$ cat src/rtl/leaf_user_bridge.sv
// Leaf interface <-> user kernel bridge: per-channel registered FIFOs in both
// directions, an IDLE/RUN/DRAIN run controller and saturating beat counters.

module leaf_user_bridge_fifo #(
    parameter int WIDTH = 32,
    parameter int DEPTH = 4
) (
    input  logic             ap_clk,
    input  logic             ap_rst_n,
    input  logic             wr_en,
    input  logic             wr_valid,
    output logic             wr_ready,
    input  logic [WIDTH-1:0] wr_data,
    output logic             wr_fire,
    output logic             rd_valid,
    input  logic             rd_ready,
    output logic [WIDTH-1:0] rd_data
);
    // DEPTH must be a power of two so the pointers wrap by plain overflow.
    localparam int AW = $clog2(DEPTH);

    logic [WIDTH-1:0] mem [DEPTH];
    logic [AW-1:0]    wr_ptr_q;
    logic [AW-1:0]    rd_ptr_q;
    logic [AW:0]      count_q;
    logic             full;
    logic             rd_fire;

    assign full     = (count_q == (AW + 1)'(DEPTH));
    assign wr_ready = wr_en && !full;
    assign wr_fire  = wr_valid && wr_ready;
    assign rd_valid = (count_q != '0);
    assign rd_fire  = rd_valid && rd_ready;
    assign rd_data  = mem[rd_ptr_q];

    // NOTE: storage has no reset; clearing count_q empties the FIFO, which is all that matters.
    always_ff @(posedge ap_clk) begin
        if (wr_fire) begin
            mem[wr_ptr_q] <= wr_data;
        end
    end

    always_ff @(posedge ap_clk or negedge ap_rst_n) begin
        if (!ap_rst_n) begin
            wr_ptr_q <= '0;
            rd_ptr_q <= '0;
            count_q  <= '0;
        end else begin
            if (wr_fire) wr_ptr_q <= wr_ptr_q + 1'b1;
            if (rd_fire) rd_ptr_q <= rd_ptr_q + 1'b1;
            case ({wr_fire, rd_fire})
                2'b10:   count_q <= count_q + 1'b1;
                2'b01:   count_q <= count_q - 1'b1;
                default: count_q <= count_q;
            endcase
        end
    end
endmodule

module leaf_user_bridge #(
    parameter int PAYLOAD_BITS  = 32,
    parameter int NUM_IN_PORTS  = 4,
    parameter int NUM_OUT_PORTS = 3,
    parameter int FIFO_DEPTH    = 4,
    parameter int CNT_BITS      = 16
) (
    input  logic                                    ap_clk,
    input  logic                                    ap_rst_n,
    input  logic                                    ap_start,
    input  logic                                    flush,
    output logic                                    ap_start_user,
    output logic                                    busy,
    input  logic [NUM_IN_PORTS*PAYLOAD_BITS-1:0]    dout_leaf_interface2user,
    input  logic [NUM_IN_PORTS-1:0]                 vld_interface2user,
    output logic [NUM_IN_PORTS-1:0]                 ack_user2interface,
    output logic [NUM_IN_PORTS*PAYLOAD_BITS-1:0]    user_in_tdata,
    output logic [NUM_IN_PORTS-1:0]                 user_in_tvalid,
    input  logic [NUM_IN_PORTS-1:0]                 user_in_tready,
    input  logic [NUM_OUT_PORTS*PAYLOAD_BITS-1:0]   user_out_tdata,
    input  logic [NUM_OUT_PORTS-1:0]                user_out_tvalid,
    output logic [NUM_OUT_PORTS-1:0]                user_out_tready,
    output logic [NUM_OUT_PORTS*PAYLOAD_BITS-1:0]   din_leaf_user2interface,
    output logic [NUM_OUT_PORTS-1:0]                vld_user2interface,
    input  logic [NUM_OUT_PORTS-1:0]                ack_interface2user,
    output logic [NUM_IN_PORTS*CNT_BITS-1:0]        in_count,
    output logic [NUM_OUT_PORTS*CNT_BITS-1:0]       out_count
);
    typedef enum logic [1:0] {IDLE, RUN, DRAIN} state_t;

    state_t state_q;
    logic   start_user_q;
    logic   busy_q;
    logic   wr_en;
    logic   clear_cnt;
    logic   all_empty;

    assign wr_en         = (state_q == RUN);
    assign clear_cnt     = (state_q == IDLE) && ap_start;
    assign all_empty     = !(|user_in_tvalid) && !(|vld_user2interface);
    assign ap_start_user = start_user_q;
    assign busy          = busy_q;

    // Outputs are registered alongside the state so they change on the same edge.
    always_ff @(posedge ap_clk or negedge ap_rst_n) begin
        if (!ap_rst_n) begin
            state_q      <= IDLE;
            start_user_q <= 1'b0;
            busy_q       <= 1'b0;
        end else begin
            case (state_q)
                IDLE: if (ap_start) begin
                    state_q      <= RUN;
                    start_user_q <= 1'b1;
                    busy_q       <= 1'b1;
                end
                RUN: if (flush) begin
                    state_q      <= DRAIN;
                    start_user_q <= 1'b0;
                end
                DRAIN: if (all_empty) begin
                    state_q <= IDLE;
                    busy_q  <= 1'b0;
                end
                default: begin
                    state_q      <= IDLE;
                    start_user_q <= 1'b0;
                    busy_q       <= 1'b0;
                end
            endcase
        end
    end

    for (genvar i = 0; i < NUM_IN_PORTS; i++) begin : g_in
        logic                wr_fire;
        logic [CNT_BITS-1:0] cnt_q;

        leaf_user_bridge_fifo #(.WIDTH(PAYLOAD_BITS), .DEPTH(FIFO_DEPTH)) u_fifo (
            .ap_clk   (ap_clk),
            .ap_rst_n (ap_rst_n),
            .wr_en    (wr_en),
            .wr_valid (vld_interface2user[i]),
            .wr_ready (ack_user2interface[i]),
            .wr_data  (dout_leaf_interface2user[i*PAYLOAD_BITS +: PAYLOAD_BITS]),
            .wr_fire  (wr_fire),
            .rd_valid (user_in_tvalid[i]),
            .rd_ready (user_in_tready[i]),
            .rd_data  (user_in_tdata[i*PAYLOAD_BITS +: PAYLOAD_BITS])
        );

        always_ff @(posedge ap_clk or negedge ap_rst_n) begin
            if (!ap_rst_n)                    cnt_q <= '0;
            else if (clear_cnt)               cnt_q <= '0;
            else if (wr_fire && cnt_q != '1)  cnt_q <= cnt_q + 1'b1;
        end

        assign in_count[i*CNT_BITS +: CNT_BITS] = cnt_q;
    end

    for (genvar j = 0; j < NUM_OUT_PORTS; j++) begin : g_out
        logic                wr_fire;
        logic [CNT_BITS-1:0] cnt_q;

        leaf_user_bridge_fifo #(.WIDTH(PAYLOAD_BITS), .DEPTH(FIFO_DEPTH)) u_fifo (
            .ap_clk   (ap_clk),
            .ap_rst_n (ap_rst_n),
            .wr_en    (wr_en),
            .wr_valid (user_out_tvalid[j]),
            .wr_ready (user_out_tready[j]),
            .wr_data  (user_out_tdata[j*PAYLOAD_BITS +: PAYLOAD_BITS]),
            .wr_fire  (wr_fire),
            .rd_valid (vld_user2interface[j]),
            .rd_ready (ack_interface2user[j]),
            .rd_data  (din_leaf_user2interface[j*PAYLOAD_BITS +: PAYLOAD_BITS])
        );

        always_ff @(posedge ap_clk or negedge ap_rst_n) begin
            if (!ap_rst_n)                    cnt_q <= '0;
            else if (clear_cnt)               cnt_q <= '0;
            else if (wr_fire && cnt_q != '1)  cnt_q <= cnt_q + 1'b1;
        end

        assign out_count[j*CNT_BITS +: CNT_BITS] = cnt_q;
    end
endmodule

$ cat config.mk
export PLATFORM = sky130hd
export DESIGN_NAME = leaf_user_bridge
export DESIGN_NICKNAME = d
export VERILOG_FILES = /design/src/rtl/leaf_user_bridge.sv
export SDC_FILE = /design/constraint.sdc
export NUM_CORES = 1
export LEC_CHECK = 0
export CORE_MARGIN = 1
export CORE_UTILIZATION = 50
export DETAILED_ROUTE_END_ITERATION = 10
export PLACE_DENSITY = 0.71
export SETUP_SLACK_MARGIN = 0.1
export SLEW_MARGIN = 30
export SYNTH_ARGS = -nofsm -noshare
export SYNTH_HDL_FRONTEND = slang
export SYNTH_SLANG_ARGS = --single-unit
export TNS_END_PERCENT = 10
$ cat constraint.sdc
create_clock -name ap_clk -period 7.6 [get_ports ap_clk]
set_input_delay 1.52 -clock ap_clk [delete_from_list [all_inputs] [get_ports ap_clk]]
set_output_delay 1.52 -clock ap_clk [all_outputs]
set_load 0.01 [all_outputs]
-- Word level (Yosys, flattened, before mapping)
Memory sizes are Yosys's and may differ from the RTL's.
Cells that the tools add are included.
- reductions and logical operators: 66
- bitwise operators: 2
- add/sub/neg operators: 35
- muxes and demuxes: 44
- equality and inequality tests: 33
- operators with widths (kind ; count):
    $mux 16 ; 14
    $add 16x1->16 const B ; 7
    $ne 16x16->1 const B ; 7
    $pmux 3 s2 ; 7
    $logic_and 1x1->1 ; 30
    $add 2x1->2 const B ; 14
    $reduce_bool 2->1 ; 14
    $add 3x1->3 const B ; 7
    $eq 3x3->1 const B ; 7
    $reduce_bool 3->1 ; 7
    $sub 3x1->3 const B ; 7
    $mux 1 ; 17
    $eq 2x1->1 const B ; 8
    $eq 2x2->1 const B ; 8
    $logic_not 1->1 ; 9
    $reduce_and 3->1 ; 3
    $mux 2 ; 3
    $ne 2x2->1 const B ; 3
    $pmux 1 s3 ; 2
    $pmux 2 s3 ; 1
    $reduce_or 4->1 ; 1
    $reduce_or 3->1 ; 1
    $logic_not 2->1 ; 1
    $not 1->1 ; 2
- bits in writable memories: 896
- bits in registers: 165
- memories: 7
- output and inout bits: 352
- input bits: 242
- word-level logic and storage cells: 218
- memories (memory ; words ; width ; read ports ; clocked after memory_dff ; wr ports ; line ; source):
    g_in[0].u_fifo.mem ; 4 ; 32 ; 1 ; 0 ; 1 ; 22 ; logic [WIDTH-1:0] mem [DEPTH];
    g_in[1].u_fifo.mem ; 4 ; 32 ; 1 ; 0 ; 1 ; 22 ;
    g_in[2].u_fifo.mem ; 4 ; 32 ; 1 ; 0 ; 1 ; 22 ;
    g_in[3].u_fifo.mem ; 4 ; 32 ; 1 ; 0 ; 1 ; 22 ;
    g_out[0].u_fifo.mem ; 4 ; 32 ; 1 ; 0 ; 1 ; 22 ;
    g_out[1].u_fifo.mem ; 4 ; 32 ; 1 ; 0 ; 1 ; 22 ;
    1 more memories ; -- ; -- ; -- ; -- ; -- ; -- ;

-- Logic depth before layout (Yosys ltp)
Gate-level depths: netlist of the first run.
- depth after elaboration: 7
- depth in mapped cells: 11
- depth with buffers taken out: 9

-- By module
A second synthesis of the first run with hierarchy kept.
- cell total of the unflattened synthesis: 2156
- area, all modules: 42193.0 sq um
- by module, submodules not included (module ; cells an instance ; instances ; sequential area each (sq um) ; area an instance (sq um)):
    leaf_user_bridge_fifo ; 207 ; 7 ; 4018.9 ; 5103.6
    leaf_user_bridge ; 707 ; 1 ; 2902.8 ; 6467.5

-- Worst setup path after synthesis of the first run
Ideal clock, no wire load.
- path type: input to register
- start: input port user_out_tvalid[2]
- end: memory g_out[2].u_fifo.mem[0][0], enable pin
- path buffers: 1
- slack: 4201 ps
- arrival time: 3006 ps
- data required time: 7208 ps
- library setup time: 392 ps
- stages: 4
- cell sequence: nand3b_1 > nor2_1 > clkbuf_1 > and2_1
- longest elaborated chain between the ends: 3
- RTL lines (element ; line ; source):
    start, declared ; 80 ; input logic [NUM_OUT_PORTS-1:0] user_out_tvalid,
    $logic_and 1x1->1 ; 31 ; assign wr_fire = wr_valid && wr_ready;
    $mux 1 ; 38 ; if (wr_fire) begin
    $mux 1 (not written as such) ; 39 ; mem[wr_ptr_q] <= wr_data;
    end, declared ; 22 ;
No other way between the ends.

-- Final worst setup path of the first run
- start: register state_q[0]
- end: output port user_out_tready[0]
- longest elaborated chain between the ends: 2
- RTL lines (element ; line ; source):
    start, declared ; 90 ; state_t state_q;
    start signal, assigned ; 106 ; state_q <= IDLE;
    start signal, assigned ; 112 ; state_q <= RUN;
    start signal, assigned ; 117 ; state_q <= DRAIN;
    $eq 2x1->1 ; 97 ; assign wr_en = (state_q == RUN);
    $logic_and 1x1->1 ; 30 ; assign wr_ready = wr_en && !full;
    end, declared ; 81 ; output logic [NUM_OUT_PORTS-1:0] user_out_tready,
No other way between the ends.

==> results of run 1 <==
[kinds of logic (layout without fill, tap and decap cells)]
family | count (synthesis) | in the layout | share of synthesized area
flip-flops | 1061 | 1061 | 0.743
AND/OR/NAND/NOR | 431 | 431 | 0.0579
multiplexers | 284 | 284 | 0.135
buffers and inverters | 155 | 876 | 0.0156
AO/OA/AOI/OAI | 154 | 154 | 0.0237
adder cells (fa/ha/maj) | 49 | 49 | 0.0159
XOR/XNOR | 42 | 42 | 0.00880
other | 0 | 5 | 0
[how the worst min path moves through the flow]
stage / slack [ps] / endpoint / startpoint
finish: 480 / g_in[0].u_fifo.count_q[2] / g_in[0].u_fifo.count_q[2]
global route: 510 / g_in[0].u_fifo.count_q[2] / g_in[0].u_fifo.count_q[2]
CTS: 490 / g_in[0].u_fifo.count_q[2] / g_in[0].u_fifo.count_q[2]
detailed placement: 480 / g_in[0].u_fifo.count_q[2] / g_in[0].u_fifo.count_q[2]
global placement: 460 / g_out[0].u_fifo.count_q[2] / g_out[0].u_fifo.count_q[2]
floorplan: 450 / g_in[1].u_fifo.count_q[2] / g_in[1].u_fifo.count_q[2]
[layer usage]
| metal | track usage | share of wire |
|---|---|---|
| met1 | 0.284 | 0.37 |
| met2 | 0.380 | 0.51 |
| met3 | 0.0589 | 0.084 |
| met4 | 0.0817 | 0.031 |
| met5 | 0 | 0.00040 |
[power by group]
part | internal (uW) | switching [uW] | total [uW]
Clock | 2990 | 2160 | 5150
Combinational | 2830 | 2400 | 5230
Sequential | 6940 | 490 | 7430
[cell usage in the layout, fill, tap and decap left out, drive strengths merged, types with 10 or more instances in the layout]
| cell type | synthesis | routed |
|---|---|---|
| and2 | 21 | 21 |
| nand2b | 14 | 14 |
| edfxtp | 896 | 896 |
| o211ai | 11 | 11 |
| clkbuf | 66 | 137 |
| xor2 | 18 | 18 |
| buf | 41 | 42 |
| nand3 | 38 | 38 |
| mux4 | 224 | 224 |
| a21oi | 46 | 46 |
| clkdlybuf4s50 | 0 | 592 |
| nand4 | 32 | 32 |
| nor3 | 20 | 20 |
| nor2 | 31 | 31 |
| nand2 | 110 | 110 |
| o21ai | 32 | 32 |
| xnor2 | 24 | 24 |
| clkinv | 0 | 43 |
| mux2i | 56 | 56 |
| inv | 48 | 49 |
| and4 | 14 | 14 |
| nor4 | 19 | 19 |
| dfrtp | 165 | 165 |
| o31ai | 31 | 31 |
| bufinv | 0 | 10 |
| or4 | 35 | 35 |
| ha | 42 | 42 |
| and3 | 41 | 41 |
| or3 | 17 | 17 |
[metrics by stage]
stage | cell area (um^2) | power, uW | std cells | util | setup WS (ps)
6_report | 52400 | 17800 | 3972 | 0.637 | 3080
5_1_grt | 52400 | 18600 | 3970 | 0.637 | 2880
4_1_cts | 52400 | 18000 | 3967 | 0.636 | 3020
3_5_place_dp | 48900 | 12900 | 3774 | 0.594 | 3410
3_3_place_gp | 48900 | 12700 | 3774 | 0.594 | 3480
2_1_floorplan | 41800 | 10300 | 2176 | - | 4200
[sequential cells by signal, indices dropped and copies added (netlist names)]
| register | flops |
|---|---|
| ap_start_user | 1 |
| busy | 1 |
| g_in.cnt_q | 64 |
| g_in.u_fifo.count_q | 12 |
| g_in.u_fifo.mem | 512 |
| g_in.u_fifo.rd_ptr_q | 8 |
| g_in.u_fifo.wr_ptr_q | 8 |
| g_out.cnt_q | 48 |
| g_out.u_fifo.count_q | 9 |
| g_out.u_fifo.mem | 384 |
| g_out.u_fifo.rd_ptr_q | 6 |
| g_out.u_fifo.wr_ptr_q | 6 |
| state_q | 2 |
[final cells by class]
cell class,count,area [um^2],area share
antenna,5,12.5,0.000239
multi-input combinational,960,10100,0.193
clock buffer,136,2850,0.0543
sequential,1061,31000,0.592
inverter,48,180,0.00344
clock inverter,57,624,0.0119
timing repair buffer,635,6260,0.119
tap,1070,1340,0.0255
[worst max-delay path, cell delays in order (launching register included)]
cell,delay [ps]
sky130_fd_sc_hd__dfrtp_1,860
sky130_fd_sc_hd__nand2b_1,430
sky130_fd_sc_hd__buf_4,340
sky130_fd_sc_hd__nor2_1,140
sky130_fd_sc_hd__clkdlybuf4s50_1,560
==> qor.txt, run 1 <==
================================================================================
Minimum hold slack                                                        481 ps
I/O pins                                                                     594
Clock tree skew after final layout                                       24.3 ps
Post-synth net total                                                        2467
Placer Congestion                                                          0.812
Kind of end point of the critical path                               output port
Dpl hpwl                                                                63500 um
Vertical die dimension                                                    291 um
Ratio of cells with drive above 1 in the final layout                      0.153
Wire length reported by the detailed router                             95900 um
All-layer global routing usage                                             0.226
Pin count of the biggest net entering global routing                          92
Number of library cell types mapped by synthesis                              60
Timing-limited maximum frequency                                       0.221 GHz
TritonCTS buffer count                                                       106
Number of placement rows                                                     105
DRC errors left                                                                0
Number of antenna violations at the first check in global routing              7
Setup slack of the worst register-to-register path                       4370 ps
Die area                                                              84700 um^2
CP Data Arrival Time                                                     3000 ps
Sink Count                                                                  1061
Final hold violations                                                          0
Number of warning messages in the yosys log                                    0
Worst slew slack as a fraction of its limit                                0.296
Filler instances                                                            5592
Vias after detailed routing                                                22795
Count of state elements after synthesis                                     1061
Dominant cells by area after synthesis                              sky130_fd_sc_hd__edfxtp_1 64%, sky130_fd_sc_hd__mux4_2 12%, sky130_fd_sc_hd__dfrtp_1 9.9%
Largest fanout on the critical path                                           16
Leakage power                                                          0.0178 uW
Post-synthesis to final-layout area growth                                 25.5%
Number of antenna-violating nets in the routed design                          0
Count of buffers inserted at the top-level ports                             593
Net total in the final layout                                               3103
Launching element of the worst setup path                             state_q[0]
Predominant post-synthesis flop cell                                sky130_fd_sc_hd__edfxtp_1
Routed vias/inst                                                            5.74
Maximum count of clock buffers along a single path                             3
Maximum level of the CTS H-tree                                                3
Area of the core                                                      82400 um^2
Post-Synthesis Cells                                                        2176
Leading cell type by number of instances after synthesis            sky130_fd_sc_hd__edfxtp_1
Root cell of the clock tree                                         sky130_fd_sc_hd__clkbuf_16
Result of the run                                                      completed
Starting density of the core                                               0.507
Wire length of the first global-routing pass                           145000 um
Worst setup path endpoint                                           user_out_tready[0]
Maximum ir drop on the vdd rail                                         0.238 mV
Final worst path period share                                              0.594
Min cycle time layout                                                    4520 ps
Worst hold stages                                                              1
Critical Path RT                                                         6080 ps
Class of the most critical hold timing path                              reg2reg
Share of synthesized flip-flops with an asynchronous set or reset          0.156
Fin Setup TNS                                                               0 ps
CTS clock-pin slew for the worst setup and hold paths                      60 ps
GRT overflow                                                                   0
Clock network latency to the later pin of the worst-skew pair             660 ps
Pwr Density                                                          340 nW/um^2
Count of endpoints failing setup in the final report                           0
First drt pass iteration count                                                 5
Starting DRT DRC Count                                                      1602
Post-cts gate resize count                                                     0
Mapped Avg Cell Area                                                   19.2 um^2
Clock tree from TritonCTS                                                  built
Number of flops mapped to enable cells by yosys                              896
Drt wl/cell                                                              24.2 um
Sequential area share after synthesis                                      0.743
Post-synthesis cell area                                              41800 um^2
RSZ-0062 raised after global routing                                          no
Capture point of the worst reg-to-reg path                          g_out[2].u_fifo.count_q[2]
Top cells by count, synth                                           896 x sky130_fd_sc_hd__edfxtp_1, 224 x sky130_fd_sc_hd__mux4_2, 165 x sky130_fd_sc_hd__dfrtp_1
Number of buffers inserted to repair setup after CTS                           0
Hold-fix buffer count after cts                                                0
Classification of the worst setup path                                   reg2out
Length in cells of the worst reg-to-reg path                                   8
Max-cap violations                                                             0
Cell type with the highest aggregate area in the netlist            sky130_fd_sc_hd__edfxtp_1
Number of global-route vias before repair                                  23451
Share of the synthesized area in the top cell type                         0.644
Number of max-slew violations in the final report                              0
Slew @ Worst Pin                                                         1050 ps
Width of the die                                                          291 um
Worst reg2reg startpoint                                              state_q[0]
Nature of the critical path startpoint                                 flip-flop
================================================================================
No activity file was read; power rests on OpenSTA's default activity.
==> run 2: changes to the inputs <==
--- a/config.mk
+++ b/config.mk
@@ -6,9 +6,9 @@
 export NUM_CORES = 1
 export LEC_CHECK = 0
 export CORE_MARGIN = 1
-export CORE_UTILIZATION = 50
+export CORE_UTILIZATION = 49
 export DETAILED_ROUTE_END_ITERATION = 10
-export PLACE_DENSITY = 0.71
+export PLACE_DENSITY = 0.73
 export SETUP_SLACK_MARGIN = 0.1
 export SLEW_MARGIN = 30
 export SYNTH_ARGS = -nofsm -noshare
==> constraint.sdc (replaced) <==
create_clock -name ap_clk -period 4 [get_ports ap_clk]
set_input_delay 0.8 -clock ap_clk [delete_from_list [all_inputs] [get_ports ap_clk]]
set_output_delay 0.8 -clock ap_clk [all_outputs]
set_load 0.01 [all_outputs]
==> qor.txt, run 2 (same netlist as run 1, synthesis figures left out) <==
================================================================================
Fin Setup TNS                                                               0 ps   unchanged
Critical Path RT                                                         3200 ps   was 6080 ps
Hold-fix buffer count after cts                                                0   unchanged
Kind of end point of the critical path                               output port   unchanged
TritonCTS buffer count                                                       104   was 106
Setup slack of the worst register-to-register path                       1250 ps   was 4370 ps
Cell area after placement                                             49200 um^2   was 48900 um^2
Starting DRT DRC Count                                                      1812   was 1602
Number of max-slew violations in the final report                              0   unchanged
First drt pass iteration count                                                 5   unchanged
Worst reg2reg startpoint                                            g_out[0].u_fifo.count_q[0]   was state_q[0]
Largest fanout on the critical path                                           22   was 16
Count of endpoints failing setup in the final report                           0   unchanged
Vertical die dimension                                                    294 um   was 291 um
Clock network latency to the later pin of the worst-skew pair             660 ps   about the same
Maximum level of the CTS H-tree                                                3   unchanged
Commonest non-fill, non-tap cell in the layout                      sky130_fd_sc_hd__edfxtp_1   unchanged
Result of the run                                                      completed   unchanged
Share of power burned in registers                                         0.415   was 0.417
Wire length of the first global-routing pass                           144000 um   was 145000 um
Number of antenna-violating nets in the routed design                          0   unchanged
Number of global-route vias before repair                                  23455   was 23451
Timing-limited maximum frequency                                       0.274 GHz
Slew @ Worst Pin                                                          801 ps   was 1050 ps
Width of the die                                                          294 um   was 291 um
Post-route core utilization                                                0.625   was 0.637
Placer Congestion                                                          0.812   about the same
Root cell of the clock tree                                         sky130_fd_sc_hd__clkbuf_16   unchanged
DRC errors left                                                                0   unchanged
Min cycle time layout                                                    3650 ps
Worst slew slack as a fraction of its limit                                0.465   was 0.296
Classification of the worst setup path                                   reg2out   unchanged
Portion of total power attributed to the clock network                     0.275   was 0.289
Number of antenna violations at the first check in global routing             13   was 7
Pwr Density                                                          638 nW/um^2   was 340 nW/um^2
CTS clock-pin slew for the worst setup and hold paths                      60 ps   about the same
Number of placement rows                                                     106   was 105
CP Data Arrival Time                                                     2850 ps   was 3000 ps
Starting density of the core                                               0.498   was 0.507
Net switching power figure                                               9590 uW   was 5050 uW
Maximum ir drop on the vdd rail                                         0.427 mV   was 0.238 mV
Class of the most critical hold timing path                             in2async   was reg2reg
Length in cells of the worst reg-to-reg path                                   9   was 8
Sink Count                                                                  1061   unchanged
Final worst path period share                                              0.913
Total design power                                                      33500 uW   was 17800 uW
Delay of the slowest cell on the worst path                               840 ps   was 860 ps
Launching element of the worst setup path                           g_in[2].u_fifo.rd_ptr_q[0]   was state_q[0]
I/O pins                                                                     594   unchanged
Combinational cell fraction of total power                                 0.310   was 0.294
Largest registers                                                   g_in.u_fifo.mem (512), g_out.u_fifo.mem (384), g_in.cnt_q (64)   unchanged
Post-cts gate resize count                                                     0   unchanged
Ratio of cells with drive above 1 in the final layout                      0.154   was 0.153
Nature of the critical path startpoint                                 flip-flop   unchanged
Finished Cell Area                                                    52500 um^2   was 52400 um^2
Max-cap violations                                                             0   unchanged
Leakage power                                                          0.0178 uW   about the same
Vias after detailed routing                                                22879   was 22795
Drt wl/cell                                                              23.8 um   was 24.2 um
Count of buffers inserted at the top-level ports                             593   unchanged
RSZ-0062 raised after global routing                                          no   unchanged
Pin count of the biggest net entering global routing                          74   was 92
Top library cells by usage in the layout, fill and taps aside       896 x sky130_fd_sc_hd__edfxtp_1, 592 x sky130_fd_sc_hd__clkdlybuf4s50_1, 224 x sky130_fd_sc_hd__mux4_2, 158 x sky130_fd_sc_hd__dfrtp_1, 110 x sky130_fd_sc_hd__nand2_1   was 896 x sky130_fd_sc_hd__edfxtp_1, 592 x sky130_fd_sc_hd__clkdlybuf4s50_1, 224 x sky130_fd_sc_hd__mux4_2, 153 x sky130_fd_sc_hd__dfrtp_1, 110 x sky130_fd_sc_hd__nand2_1
Number of buffers inserted to repair setup after CTS                           0   unchanged
Maximum count of clock buffers along a single path                             3   unchanged
Least setup slack across all paths after layout                           350 ps   was 3080 ps
GRT overflow                                                                   0   unchanged
Clock tree from TritonCTS                                                  built   unchanged
Post-synthesis to final-layout area growth                                 25.6%   was 25.5%
Final hold violations                                                          0   unchanged
Clock tree skew after final layout                                       24.2 ps   was 24.3 ps
Area of the core                                                      84000 um^2   was 82400 um^2
Cell chain of the critical path                                     buf_4 > mux4_2 > clkdlybuf4s50_1   was nand2b_1 > buf_4 > nor2_1 > clkdlybuf4s50_1
Number of flip-flops under the largest register name                         512   unchanged
Cell with the largest stage delay on the worst path                 sky130_fd_sc_hd__dfrtp_2   was sky130_fd_sc_hd__dfrtp_1
Die area                                                              86400 um^2   was 84700 um^2
Place WS                                                                  797 ps   was 3410 ps
Capture point of the worst reg-to-reg path                          g_out[0].u_fifo.count_q[2]   was g_out[2].u_fifo.count_q[2]
Net total in the final layout                                               3113   was 3103
Routed vias/inst                                                            5.65   was 5.74
Dpl hpwl                                                                64700 um   was 63500 um
Internal power                                                          23900 uW   was 12800 uW
Wire length reported by the detailed router                             96500 um   was 95900 um
Most flops, register                                                g_in.u_fifo.mem   unchanged
Switching Fraction                                                         0.286   was 0.283
All-layer global routing usage                                             0.222   was 0.226
================================================================================
==> run 2: changes by cell type in the layout (fill, tap and decap cells not counted), sizes merged <==
cell	delta
inv	+2
diode	+2
bufinv	-4
buf	+12
clkinv	+1
clkbuf	-7
clkinvlp	+5
==> run 2: worst max-delay path: cells and delay by family (launching register included) <==
family                 cells  cell delay (ps)
DFF                        1              840
muxes                      1              530
buffers and inverters      2              820
==> run 2: power by group through the flow <==
stage / combinational, uW / sequential, uW / clock [uW]
global route: 11000 / 14100 / 9840
floorplan: 5830 / 13700 / 0
finish: 10400 / 13900 / 9220
CTS: 10600 / 13900 / 9430
detailed placement: 10500 / 14200 / 0
global placement: 10300 / 14100 / 0
==> run 2: layout make-up <==
class | instances | area (um^2)
Timing Repair Buffer | 647 | 6470
Antenna cell | 7 | 17.5
Clock buffer | 129 | 2700
Clock inverter | 61 | 517
Sequential cell | 1061 | 31000
Fill cell | 5812 | 31500
Inverter | 48 | 180
Tap cell | 1134 | 1420
Multi-Input combinational cell | 960 | 10100
==> run 2: layer usage <==
metal / up-vias / global-route usage / share of wire
met5: - / 0 / 0.00089
met4: 12 / 0.0747 / 0.029
met3: 163 / 0.0695 / 0.086
met2: 820 / 0.375 / 0.51
met1: 11769 / 0.269 / 0.37
li1: 10115 / - / -
==> run 2: worst max-delay path by stage <==
stage,slack (ps),to,cells past startpoint
after floorplan,1320,g_out[2].u_fifo.mem[0][0],4
after global placement,830,g_in[0].u_fifo.count_q[2],8
after detailed placement,800,g_in[0].u_fifo.count_q[2],8
after CTS,250,user_in_tdata[77],3
after global routing,170,user_in_tdata[76],3
final,350,user_in_tdata[77],3
==> run 2: through the flow <==
stage	hold slack (ps)	cells
after floorplan	446	2176
after global placement	461	3849
after detailed placement	467	3850
after CTS	165	4040
after global routing	195	4043
final	157	4047
